File: src/rtl/ternary_adder_pipe.sv
// ternary_adder_pipe: pipelined balanced-ternary adder/subtractor.
// The carry chain is cut into SEG-trit segments, one per pipeline stage.
// Upper operand trits ride along until their stage, and finished low sum
// trits ride forward, so the last stage presents one coherent result word.
// Optional feature: define TERNARY_ADD_SAT_EN to saturate out_sum on overflow.
// Without it the sum wraps and out_cout carries the excess.

package ternary_adder_pipe_pkg;
  // Two-bit signed encoding of one trit; 2'b10 is unused and reads as zero.
  typedef logic [1:0] trit_t;

  localparam trit_t T_ZERO = 2'b00;
  localparam trit_t T_POS  = 2'b01;
  localparam trit_t T_NEG  = 2'b11;

  function automatic logic signed [2:0] trit_val(input trit_t t);
    case (t)
      T_POS:   trit_val = 3'sd1;
      T_NEG:   trit_val = -3'sd1;
      default: trit_val = 3'sd0;
    endcase
  endfunction

  function automatic trit_t val_trit(input logic signed [2:0] v);
    if (v > 3'sd0)      val_trit = T_POS;
    else if (v < 3'sd0) val_trit = T_NEG;
    else                val_trit = T_ZERO;
  endfunction

  function automatic trit_t trit_neg(input trit_t t);
    trit_neg = val_trit(-trit_val(t));
  endfunction

  // Returns {carry, sum}; a+b+c spans -3..3 and folds back into one trit.
  function automatic logic [3:0] trit_full_add(input trit_t a, input trit_t b, input trit_t c);
    logic signed [2:0] s;
    s = trit_val(a) + trit_val(b) + trit_val(c);
    if (s > 3'sd1)       trit_full_add = {T_POS, val_trit(s - 3'sd3)};
    else if (s < -3'sd1) trit_full_add = {T_NEG, val_trit(s + 3'sd3)};
    else                 trit_full_add = {T_ZERO, val_trit(s)};
  endfunction
endpackage

module ternary_adder_pipe
  import ternary_adder_pipe_pkg::*;
#(
  parameter int WIDTH = 8,
  parameter int SEG   = 3,
  parameter int TAGW  = 4
) (
  input  logic                   clk,
  input  logic                   rst,
  input  logic                   in_valid,
  output logic                   in_ready,
  input  trit_t [WIDTH-1:0]      in_a,
  input  trit_t [WIDTH-1:0]      in_b,
  input  trit_t                  in_cin,
  input  logic                   in_sub,
  input  logic [TAGW-1:0]        in_tag,
  output logic                   out_valid,
  input  logic                   out_ready,
  output trit_t [WIDTH-1:0]      out_sum,
  output trit_t                  out_cout,
  output logic                   out_ovf,
  output logic [TAGW-1:0]        out_tag
);

  localparam int NSTAGE = (WIDTH + SEG - 1) / SEG;

  typedef trit_t [WIDTH-1:0] word_t;

  // Stage registers: stage k holds the result of segments 0..k plus the
  // operand trits still waiting for later stages.
  word_t           st_a   [NSTAGE];
  word_t           st_b   [NSTAGE];
  word_t           st_sum [NSTAGE];
  trit_t           st_c   [NSTAGE];
  logic            st_v   [NSTAGE];
  logic [TAGW-1:0] st_tag [NSTAGE];

  word_t           nx_a   [NSTAGE];
  word_t           nx_b   [NSTAGE];
  word_t           nx_sum [NSTAGE];
  trit_t           nx_c   [NSTAGE];
  logic            nx_v   [NSTAGE];
  logic [TAGW-1:0] nx_tag [NSTAGE];

  word_t           neg_b;
  word_t           sa, sb, ss;
  trit_t           c;
  logic            sv;
  logic [TAGW-1:0] stag;
  int              p;
  logic            en;

  // One global enable: the whole pipe moves together or holds together.
  assign en       = !st_v[NSTAGE-1] || out_ready;
  assign in_ready = en;

  // Subtraction negates B trit-wise before it enters the pipe.
  always_comb begin
    for (int i = 0; i < WIDTH; i++) begin
      neg_b[i] = trit_neg(in_b[i]);
    end
  end

  // Next-state of every stage: add this stage's segment onto the incoming carry.
  always_comb begin
    sa   = '0;
    sb   = '0;
    ss   = '0;
    c    = T_ZERO;
    sv   = 1'b0;
    stag = '0;
    p    = 0;
    for (int k = 0; k < NSTAGE; k++) begin
      p    = (k == 0) ? 0 : k - 1;
      sa   = st_a[p];
      sb   = st_b[p];
      ss   = st_sum[p];
      c    = st_c[p];
      sv   = st_v[p];
      stag = st_tag[p];
      if (k == 0) begin
        sa   = in_a;
        sb   = in_sub ? neg_b : in_b;
        ss   = '0;
        c    = in_cin;
        sv   = in_valid;
        stag = in_tag;
      end
      for (int i = 0; i < WIDTH; i++) begin
        if (i >= k * SEG && i < (k + 1) * SEG) begin
          {c, ss[i]} = trit_full_add(sa[i], sb[i], c);
        end
      end
`ifdef TERNARY_ADD_SAT_EN
      if (k == NSTAGE - 1) begin
        if (c == T_POS)      ss = {WIDTH{T_POS}};
        else if (c == T_NEG) ss = {WIDTH{T_NEG}};
      end
`endif
      nx_a[k]   = sa;
      nx_b[k]   = sb;
      nx_sum[k] = ss;
      nx_c[k]   = c;
      nx_v[k]   = sv;
      nx_tag[k] = stag;
    end
  end

  // Pipeline registers: reset drops every in-flight beat, otherwise advance on enable.
  always_ff @(posedge clk) begin
    if (rst) begin
      for (int k = 0; k < NSTAGE; k++) begin
        st_a[k]   <= '0;
        st_b[k]   <= '0;
        st_sum[k] <= '0;
        st_c[k]   <= T_ZERO;
        st_v[k]   <= 1'b0;
        st_tag[k] <= '0;
      end
    end else if (en) begin
      for (int k = 0; k < NSTAGE; k++) begin
        st_a[k]   <= nx_a[k];
        st_b[k]   <= nx_b[k];
        st_sum[k] <= nx_sum[k];
        st_c[k]   <= nx_c[k];
        st_v[k]   <= nx_v[k];
        st_tag[k] <= nx_tag[k];
      end
    end
  end

  assign out_valid = st_v[NSTAGE-1];
  assign out_sum   = st_sum[NSTAGE-1];
  assign out_cout  = st_c[NSTAGE-1];
  assign out_ovf   = (st_c[NSTAGE-1] != T_ZERO);
  assign out_tag   = st_tag[NSTAGE-1];

endmodule

File: config.mk
export PLATFORM = sky130hd
export DESIGN_NAME = ternary_adder_pipe
export DESIGN_NICKNAME = d
export VERILOG_FILES = /design/src/rtl/ternary_adder_pipe.sv
export SDC_FILE = /design/constraint.sdc
export NUM_CORES = 1
export LEC_CHECK = 0
export ABC_AREA = 1
export CAP_MARGIN = 20
export CELL_PAD_IN_SITES_DETAIL_PLACEMENT = 1
export CELL_PAD_IN_SITES_GLOBAL_PLACEMENT = 2
export CORE_MARGIN = 4
export CORE_UTILIZATION = 37
export CTS_BUF_LIST = sky130_fd_sc_hd__clkbuf_16
export CTS_CLUSTER_DIAMETER = 120
export CTS_CLUSTER_SIZE = 28
export DETAILED_ROUTE_END_ITERATION = 10
export PLACE_DENSITY = 0.94
export SLEW_MARGIN = 20
export SYNTH_ARGS = -nofsm -noshare
export SYNTH_HDL_FRONTEND = slang
export SYNTH_SLANG_ARGS = --single-unit
File: constraint.sdc
create_clock -name clk -period 9.5 [get_ports clk]
set_input_delay 1.9 -clock clk [delete_from_list [all_inputs] [get_ports clk]]
set_output_delay 1.9 -clock clk [all_outputs]
set_load 0.005 [all_outputs]
==> results.md <==
* Synth top cells by count: inv_1 (126), nand2_1 (87), edfxtp_1 (83)
* P&R area growth vs syn at 23.57%
* # DRC at 0
* Cell Area, Synth at 4788 sq um
* Cell depth of the worst flop-to-flop path at 24
* FP Rows at 41
* DP HPWL at 7378 um
* Largest net degree at the start of global routing at 84
* Least-Margin Pin Slew at 0.8173 ns
* Share of layout cells above drive strength 1 at 4.786%
* Vias in the first global route at 3712
* Setup TNS at 0 ns
* Avg Cell Area, Syn at 9.191 sq um
* Pwr dens at 259.8 nW/um^2
* Root buffer cell: clkbuf_16
* Synth Flop Type: edfxtp_1
* Critical path required time at 9.55 ns
* Hold_buf cts at 0
* Final #Nets at 659
* Register area share after synthesis at 52.05%
* Fmax at 136.9 MHz
* Final RePlAce weighted congestion at 0.8244
* Multi-input gate area at 1740 sq um
* Relative slew slack at 45.52%
* GRT Total Usage at 14.48%
* Drt total wl at 9961 um
* CP Capture Type: flip-flop
* Routed wire per std cell at 13.16 um
* # setup viols final at 0
* Setup WS post-layout at 2.194 ns
* Clk_lat worst skew at 0.34 ns
* Hold path cells at 2
* Synth top area share at 52.05%
* Post-synth EDFFs at 83
* R2r setup slk at 4.40 ns
* Worst VDD drop at 0.0001193 V
* Final Core Density at 46.70%
* Leading area contributor after synthesis: edfxtp_1
* Netlist cell types at 24
* Longest Clk Path Bufs at 2
* Core Area at 12670 sq um
* Register area at 2492 sq um
* Sink Count at 83
* H-Tree Level Count at 3
* Initial antenna violation count at 0
* TritonRoute pass-1 iters at 4
* Via density at 4.565
* Min cycle time layout at 7.306 ns
* Fin. Hold Viols at 0
* Gates resized, CTS repair at 0
* Antenna Violating Nets Remaining at 0
* Crit path DAT at 7.36 ns
* Most frequent cell after synthesis: inv_1
* Die X-Extent at 121.8 um
* Max-slew violations at 0
* Synth async-reset ratio at 0%
* Die area at 14830 sq um
* Ranking of synthesized cells by area: edfxtp_1 (52%), inv_1 (9.9%), nand2_1 (6.8%), fa_1 (6.7%), nor2_1 (6.2%)
* #FFs+latches synth at 83
* Initial Util at 37.79%
* Type of origin of the critical path: input pin
* First-pass GRT wire length at 16900 um
* Worst Hold Class: flip-flop to flip-flop
* Status: finished, final reports clean
* Mapped Nets at 600
* CTS buffer count at 9
* FILL cells at 1484
* WHS at 0.5497 ns
* Final period utilization at 76.91%
* Die Ht at 121.8 um
* P_leak at 2.771 nW
* Via count at 3456
* Reg clk slew, reported paths at 0.06 ns
* RSZ-0062 raised after global routing: no
* Synth Instances at 521
* Total power at 0.001537 W
* Post-CTS Setup Bufs at 0
* ANT cells at 0
* Global route overflow at 0
* Pre-CTS setup slack at 1.814 ns
* Port Buf Inserts at 67
* TritonCTS clock tree: built
* Io pins at 68
* Yosys warnings at 0
* CP Max Fanout at 16
* Clock Skew at 0.009335 ns
* Critical setup path kind: input pin to flip-flop
* Number of DRC markers in iteration 0 at 178
* Max-Cap Viols at 0
==> placed cells by master, fill, tap and decap left out, types with 3 or more instances in the layout <==
master	count
a211oi_1	5
a21oi_1	18
clkbuf_16	9
clkdlybuf4s50_1	67
clkinvlp_4	3
edfxtp_1	83
fa_1	16
ha_1	20
inv_1	126
nand2_1	86
nand3_1	21
nand3b_1	6
nor2_1	79
o21ai_0	17
or2_2	3
xnor2_1	4
xor2_1	4
==> final cells by class <==
cell class | count | area share, %
Clock buffer | 9 | 3.806
Clock inverter | 7 | 0.9093
Inverter | 127 | 8.057
Multi-Input combinational cell | 289 | 29.41
Sequential cell | 83 | 42.12
Tap cell | 172 | 3.637
Timing Repair Buffer | 70 | 12.05
==> layer usage <==
layer  global-route usage, %  wire length [um]
met1                   15.96              3979
met2                   27.21              5529
met3                   2.228               232
met4                   6.583               220
met5                       0                 0
==> cells by family after synthesis <==
group | after synthesis | share of synthesized area (%)
XOR/XNOR | 10 | 2.142
AO/OA/AOI/OAI | 44 | 5.096
flip-flops | 83 | 52.05
buffers and inverters | 149 | 11.91
adder cells (fa/ha/maj) | 36 | 11.92
AND/OR/NAND/NOR | 199 | 16.88
==> worst max-delay path, stage by stage <==
cell and delay (ns):
clkdlybuf4s50_1 0.71, a21oi_1 0.26, o21ai_0 0.16, fa_1 0.62, inv_1 0.06, ha_1 0.22
xor2_2 0.21, xor2_2 0.21, nand2_1 0.10, inv_1 0.09, fa_1 0.45, ha_1 0.23
xor2_1 0.26, xor2_1 0.29, nand2_1 0.13, fa_1 0.51, inv_1 0.06, ha_1 0.35
nand2_1 0.10, inv_1 0.06, o21ai_0 0.24, a21oi_1 0.11
==> final timing paths <==
path,from,end
worst max-delay path,in_sub,st_sum[0][5]
worst min register to register,st_b[0][12],st_b[0][28]
worst max register to register,st_a[0][6],st_sum[0][26]
worst min-delay path,st_b[0][12],st_b[0][28]
==> registers in the layout, summed over array words and instances (netlist names) <==
signal / cells
st_tag: 12
st_v: 3
st_b: 14
st_a: 14
st_sum: 34
st_c: 6
==> stage by stage <==
stage | instance area (sq um) | instances
2_1_floorplan | 4788 | 521
3_3_place_gp | 5610 | 740
3_5_place_dp | 5610 | 740
4_1_cts | 5889 | 756
5_1_grt | 5917 | 757
6_report | 5917 | 757
==> power breakdown <==
group	leakage, nW	internal [W]	switching [W]
combinational	1.67	0.000286	0.000412
sequential	0.976	0.000491	0.0000195
clock	0.128	0.000178	0.000151
(Power assumes the default switching activity.)
==> patch 1, RTL diff (same flow settings) <==
Set the parameter `TAGW` to 5 (it was 4).
--- a/src/rtl/ternary_adder_pipe.sv
+++ b/src/rtl/ternary_adder_pipe.sv
@@ -47,5 +47,5 @@
   parameter int WIDTH = 8,
   parameter int SEG   = 3,
-  parameter int TAGW  = 4
+  parameter int TAGW  = 5
 ) (
   input  logic                   clk,
Ports: changed (resized in_tag and out_tag); port bits go from 68 to 70. No check against the original RTL was run, so the function may have changed too.
==> patch 1 against the unedited design <==
- clock skew decreased by 0.0035 ns
- wire length increased by 6.9%
- sequential cell count increased by 3
- combinational power is essentially flat
- worst setup slack improved by 0.13 ns
- total power is 7.1% higher
- synthesized area increased by 3.2%
- worst hold slack worse by 0.0051 ns
- count of clock-buffer cells in the layout stayed put
- fmax up 1.8%
- cell area grew 3.8%
- sequential share of layout area down 0.061 points
- global-route usage up 0.73 points
==> patch 1: results (changes against the unedited design) <==
The maximum vdd ir drop is 99.2 uV (-17%), and the area added between synthesis and finish is 24.2%. The count of cell types in the netlist was 23 (-4.2%). Sorting the synthesized cells by area gives the leading types as sky130_fd_sc_hd__edfxtp_1, sky130_fd_sc_hd__inv_1, sky130_fd_sc_hd__nand2_1, sky130_fd_sc_hd__fa_1, sky130_fd_sc_hd__nor2_1. The global-route usage over all layers is 15.2% (+0.73 points), and the cell count of the worst reg-to-reg path is 20 (-17%). The run finished with clean final reports. The post-route clock skew was 0.00587 ns (-0.00347 ns). The total number of nets in the final design was 680 (+3.2%); the initial DRC count was 168 (-5.6%).

The normalized max-slew margin was 55.4% (+9.9 points); the static power due to leakage was 2.89 nW (+4.2%). The tools report the clock network power as 425 uW (+29%). The largest registers in the layout are st_sum x34, st_tag x15.

The layout filler cell count is 1,464 (-1.3%), and the internal power contribution is 1.07 mW (+12%). The final non-filler cell total is 777 (+2.6%), and the mean routed wirelength per cell is 13.7 um (+4.1%). The worst slack at placement is 1.94 ns (+0.123 ns). The detailed-placement wirelength estimate is 7740 um (+4.9%). For the via count of the first global-routing pass, the log shows 3,848 (+3.7%). The run gives 525 uW (+3%) as the sequential power.

The commonest cells after synthesis are sky130_fd_sc_hd__inv_1, sky130_fd_sc_hd__nand2_1, sky130_fd_sc_hd__edfxtp_1, sky130_fd_sc_hd__nor2_1, sky130_fd_sc_hd__nand3_1. Hold path startpoint: st_tag[0][0]. The power per cell area came out at 268 mW/mm^2 (+3.2%).

The logs give 0.00578 sq mm (+3.0%) for the placed instance area and 0.792 (-3.9%) for the last weighted congestion value of the routability-driven placer. The endpoint identified for the worst register-to-register timing path is st_sum[0][27]. The run gives 18,000 um (+6.3%) as the global-route wire length before repair. The largest driver fanout on the critical path came out at 15 (-1). The number of vias per cell after detailed routing works out to 4.59 (+0.61%). For hold timing, the worst endpoint is st_tag[0][5]. The tools report the cell count after placement as 761 (+2.8%).

The sequential share of the synthesized area is 52.3% (+0.20 points), and the number of resized instances in the post-cts repair step is 0 (unchanged). The number of enable-type register cells in the synthesized netlist is 86 (+3.6%). The setup slack of the most critical reg-to-reg path is 4.31 ns (-0.09 ns).

The average footprint of a synthesized cell works out to 9.15 sq um (-0.42%). The net count after synthesis came out at 620 (+3.3%). The run gives 0.545 ns (-0.00509 ns) as the minimum hold slack. The count of port buffers added during placement is 69 (+3.0%). For the largest net degree at the start of global routing, the log shows 62 (-26%).

The delay of the slowest cell on the worst path is 0.66 ns (-0.05 ns). The signal arrival time at the worst endpoint was 7.26 ns (-0.10 ns); the fraction of final layout cells sized beyond drive strength 1 was 3.97% (-0.82 points).
-- patch 1: cell types whose count changed after synthesis, sizes merged, moves of 3 or more --
cell    change
buf         +5
clkbuf      -5
edfxtp      +3
inv         +7
nand2       +7
nor2        +5
-- patch 1: worst max-delay path by stage --
stage | to | depth (start not counted) | from | slack, ns
2_1_floorplan | st_sum[0][4] | 22 | in_sub | 3.09
3_3_place_gp | st_sum[0][4] | 22 | in_sub | 2.35
3_5_place_dp | st_sum[0][4] | 23 | in_sub | 1.94
4_1_cts | st_sum[0][4] | 23 | in_sub | 2.27
5_1_grt | st_sum[0][4] | 23 | in_sub | 1.83
6_report | st_sum[0][4] | 23 | in_sub | 2.33
-- patch 1: logic make-up (layout without fill, tap and decap cells) --
logic type	Yosys count	in the layout	share of synthesized area (%)
buffers and inverters	156	221	12.2
xor gates and xnor gates	10	10	2.23
DFF	86	86	52.3
adders and majority gates	36	36	11.5
AOI/OAI and AO/OA	43	43	4.79
and+or+nand+nor	209	209	17.0
-- patch 1: worst min-delay path: stages (launching register included) --
cell	delay, ns
sky130_fd_sc_hd__edfxtp_1	0.32
sky130_fd_sc_hd__inv_1	0.04
sky130_fd_sc_hd__nor2_1	0.08
-- patch 1: layer usage --
layer / global-route usage, % / vias up / wire (um)
met4: 5.40 / 0 / 191
met5: 0 / - / 0
met2: 27.0 / 62 / 5580
li1: - / 1780 / -
met3: 3.41 / 14 / 385
met1: 18.1 / 1713 / 4490
-- patch 1: final cells by class --
cell class | count | area (sq um) | area share (%)
well taps | 172 | 215 | 3.51
inverters | 134 | 503 | 8.19
clock inverters | 7 | 136 | 2.22
repair buffers | 71 | 706 | 11.5
clock buffers | 9 | 225 | 3.67
multi-input cells | 298 | 1770 | 28.9
flip-flops and latches | 86 | 2580 | 42.1
==> patch 2, RTL diff (config.mk and constraints unchanged) <==
Made on the original files. Put a register stage on the output `out_ovf`. The value now appears one clock later. The other outputs are not delayed to match.
--- a/src/rtl/ternary_adder_pipe.sv
+++ b/src/rtl/ternary_adder_pipe.sv
@@ -176,5 +176,7 @@
   assign out_sum   = st_sum[NSTAGE-1];
   assign out_cout  = st_c[NSTAGE-1];
-  assign out_ovf   = (st_c[NSTAGE-1] != T_ZERO);
+  always_ff @(posedge clk) begin
+    out_ovf <= (st_c[NSTAGE-1] != T_ZERO);
+  end
   assign out_tag   = st_tag[NSTAGE-1];
 
Behaviour: not the same (Yosys sat finds a counterexample within 4 cycles, from zero or initial values).
==> patch 2 against the unedited design <==
- synthesized area increased by 0.42%
- cell area about the same
- via count decreased by 0.61%
- global-route usage about the same
- fmax decreased by 0.56%
- utilization about the same
- register-to-register slack improved by 0.20 ns
- sequential power increased by 2%
- wire length decreased by 0.93%
- sequential cell count increased by 1
- worst setup slack got worse by 0.041 ns
- total power increased by 1.1%
==> patch 2: results (changes against the unedited design) <==
The H-tree level count came out at 3 (unchanged). For the last weighted congestion value of the routability-driven placer, the log shows 0.771 (-6.4%). The register clock-pin slew on the reported worst setup and hold paths works out to 0.06 ns (about the same).

The post-synthesis instance total was 522 (+0.19%); the static power due to leakage was 2.78 nW (+0.28%). The number of buffers inserted to repair setup after CTS is 0 (unchanged), and the buffer levels on the longest clock path is 2 (unchanged). The number of enable-type register cells in the synthesized netlist was 83 (unchanged).

The count of cell types in the netlist is 25 (+4.2%), and the total number of nets in the final design is 659 (unchanged). The count of synthesis-stage warnings from yosys was 0 (unchanged). The post-route clock skew was 0.00369 ns (-0.00565 ns); the global-route wire length before repair was 16,800 um (-0.37%).

The maximum vdd ir drop was 110 uV (-7.4%); the number of resized instances in the post-cts repair step was 0 (unchanged). The via count of the first global-routing pass was 3,749 (+1.0%). The logs give 0 (unchanged) for the number of antenna violations at the first check in global routing and 0 (unchanged) for the count of inserted antenna diode cells. The flow ran to the end, and the final reports show no timing, DRC or antenna violations. The commonest cells after synthesis are sky130_fd_sc_hd__inv_1, sky130_fd_sc_hd__nand2_1, sky130_fd_sc_hd__edfxtp_1, sky130_fd_sc_hd__nor2_1, sky130_fd_sc_hd__nand3_1. After synthesis, the cell types taking the most area are sky130_fd_sc_hd__edfxtp_1, sky130_fd_sc_hd__inv_1, sky130_fd_sc_hd__nand2_1, sky130_fd_sc_hd__fa_1, sky130_fd_sc_hd__nor2_1. The largest net degree at the start of global routing was 84 (unchanged). The run gives 4 (unchanged) as the number of search-and-repair iterations in the first detailed-routing pass. Fraction of final layout cells sized beyond drive strength 1: 4.10% (-0.68 points). The tools report the layout filler cell count as 1,478 (-0.40%).

The logs give 7190 um (-2.5%) for the detailed-placement wirelength estimate and 601 (+0.17%) for the net count after synthesis. Initial DRC count: 109 (-39%). The count of port buffers added during placement came out at 67 (unchanged). The slew at the pin with the worst max-slew slack came out at 1.06 ns (+0.246 ns).

The largest registers in the layout are st_sum x34, st_a x14, st_b x14. The path class of the tightest hold or removal check is flip-flop to flip-flop. The global-route usage over all layers is 14.5% (-0.026 points). The clock network latency to the later pin of the worst-skew pair was 0.34 ns (about the same). The logs give 7.44 ns (+0.08 ns) for the signal arrival time at the worst endpoint and 9 (unchanged) for the clock buffer count from CTS. The aggregate routed wire length was 9870 um (-0.93%). The number of vias per cell after detailed routing is 4.54 (-0.61%), and the fraction of synthesis flops using an asynchronous set or reset pin is 0% (unchanged).

For the sequential share of the synthesized area, the log shows 52.3% (+0.20 points). In this run the clock root is driven by a sky130_fd_sc_hd__clkbuf_16. The largest driver fanout on the critical path came out at 16 (unchanged).
## patch 2: area by class of cell
type / count / area (sq um) / share of cell area (%)
repair buffers: 69 / 686 / 11.6
flip-flops and latches: 84 / 2510 / 42.5
inverters: 127 / 477 / 8.06
clock buffers: 9 / 225 / 3.81
multi-input cells: 289 / 1740 / 29.4
clock inverters: 7 / 58.8 / 0.994
well taps: 172 / 215 / 3.64
## patch 2: per-stage QoR
step	instance area [sq um]	setup slack (ns)	instances	hold slack, ns	total power [mW]
2_1_floorplan	4810	3.09	522	0.434	1.02
3_3_place_gp	5630	2.23	741	0.443	1.15
3_5_place_dp	5630	1.78	741	0.456	1.22
4_1_cts	5910	2.13	757	0.472	1.58
5_1_grt	5910	1.58	757	0.503	1.71
6_report	5910	2.15	757	0.463	1.55
## patch 2: kinds of logic (layout without fill, tap and decap cells)
group	Yosys count	count (layout)	synth area share, %
xor gates and xnor gates	10	10	2.13
DFF	84	84	52.3
adders and majority gates	36	36	11.9
AOI/OAI and AO/OA	44	44	5.07
and+or+nand+nor	199	199	16.8
buffers and inverters	149	212	11.9
## patch 2: worst paths after layout
check,depth (start not counted),slack (ns),from,end
max,22,2.15,in_sub,st_sum[0][4]
min,1,0.46,st_c[0][4],out_ovf
max reg2reg,24,4.60,st_a[0][6],st_sum[0][26]
min reg2reg,1,0.46,st_c[0][4],out_ovf
## patch 2: metal layers
metal	global-route usage, %	part of all wire, %
met1	16.2	41
met5	0	0
met2	26.2	53
met3	2.69	3.0
met4	7.00	2.7
## patch 2: where the power goes
| group | switching, mW | internal, mW |
|---|---|---|
| Clock | 0.141 | 0.200 |
| Combinational | 0.410 | 0.287 |
| Sequential | 0.0211 | 0.497 |
| Total | 0.571 | 0.984 |
## patch 2: worst max-delay path: stages
cell	delay (ns)
sky130_fd_sc_hd__clkdlybuf4s50_1	0.73
sky130_fd_sc_hd__a21oi_1	0.27
sky130_fd_sc_hd__o21ai_0	0.14
sky130_fd_sc_hd__fa_1	0.61
sky130_fd_sc_hd__inv_1	0.06
sky130_fd_sc_hd__ha_1	0.22
sky130_fd_sc_hd__xor2_2	0.22
sky130_fd_sc_hd__xor2_2	0.23
sky130_fd_sc_hd__nand2_1	0.11
sky130_fd_sc_hd__inv_1	0.08
sky130_fd_sc_hd__fa_1	0.45
sky130_fd_sc_hd__ha_1	0.24
sky130_fd_sc_hd__xor2_1	0.25
sky130_fd_sc_hd__xor2_1	0.31
sky130_fd_sc_hd__nand2_1	0.14
sky130_fd_sc_hd__fa_1	0.52
sky130_fd_sc_hd__inv_1	0.07
sky130_fd_sc_hd__ha_1	0.37
sky130_fd_sc_hd__nor2_1	0.19
sky130_fd_sc_hd__nor2_1	0.06
sky130_fd_sc_hd__o21ai_0	0.19
sky130_fd_sc_hd__nor2_1	0.07
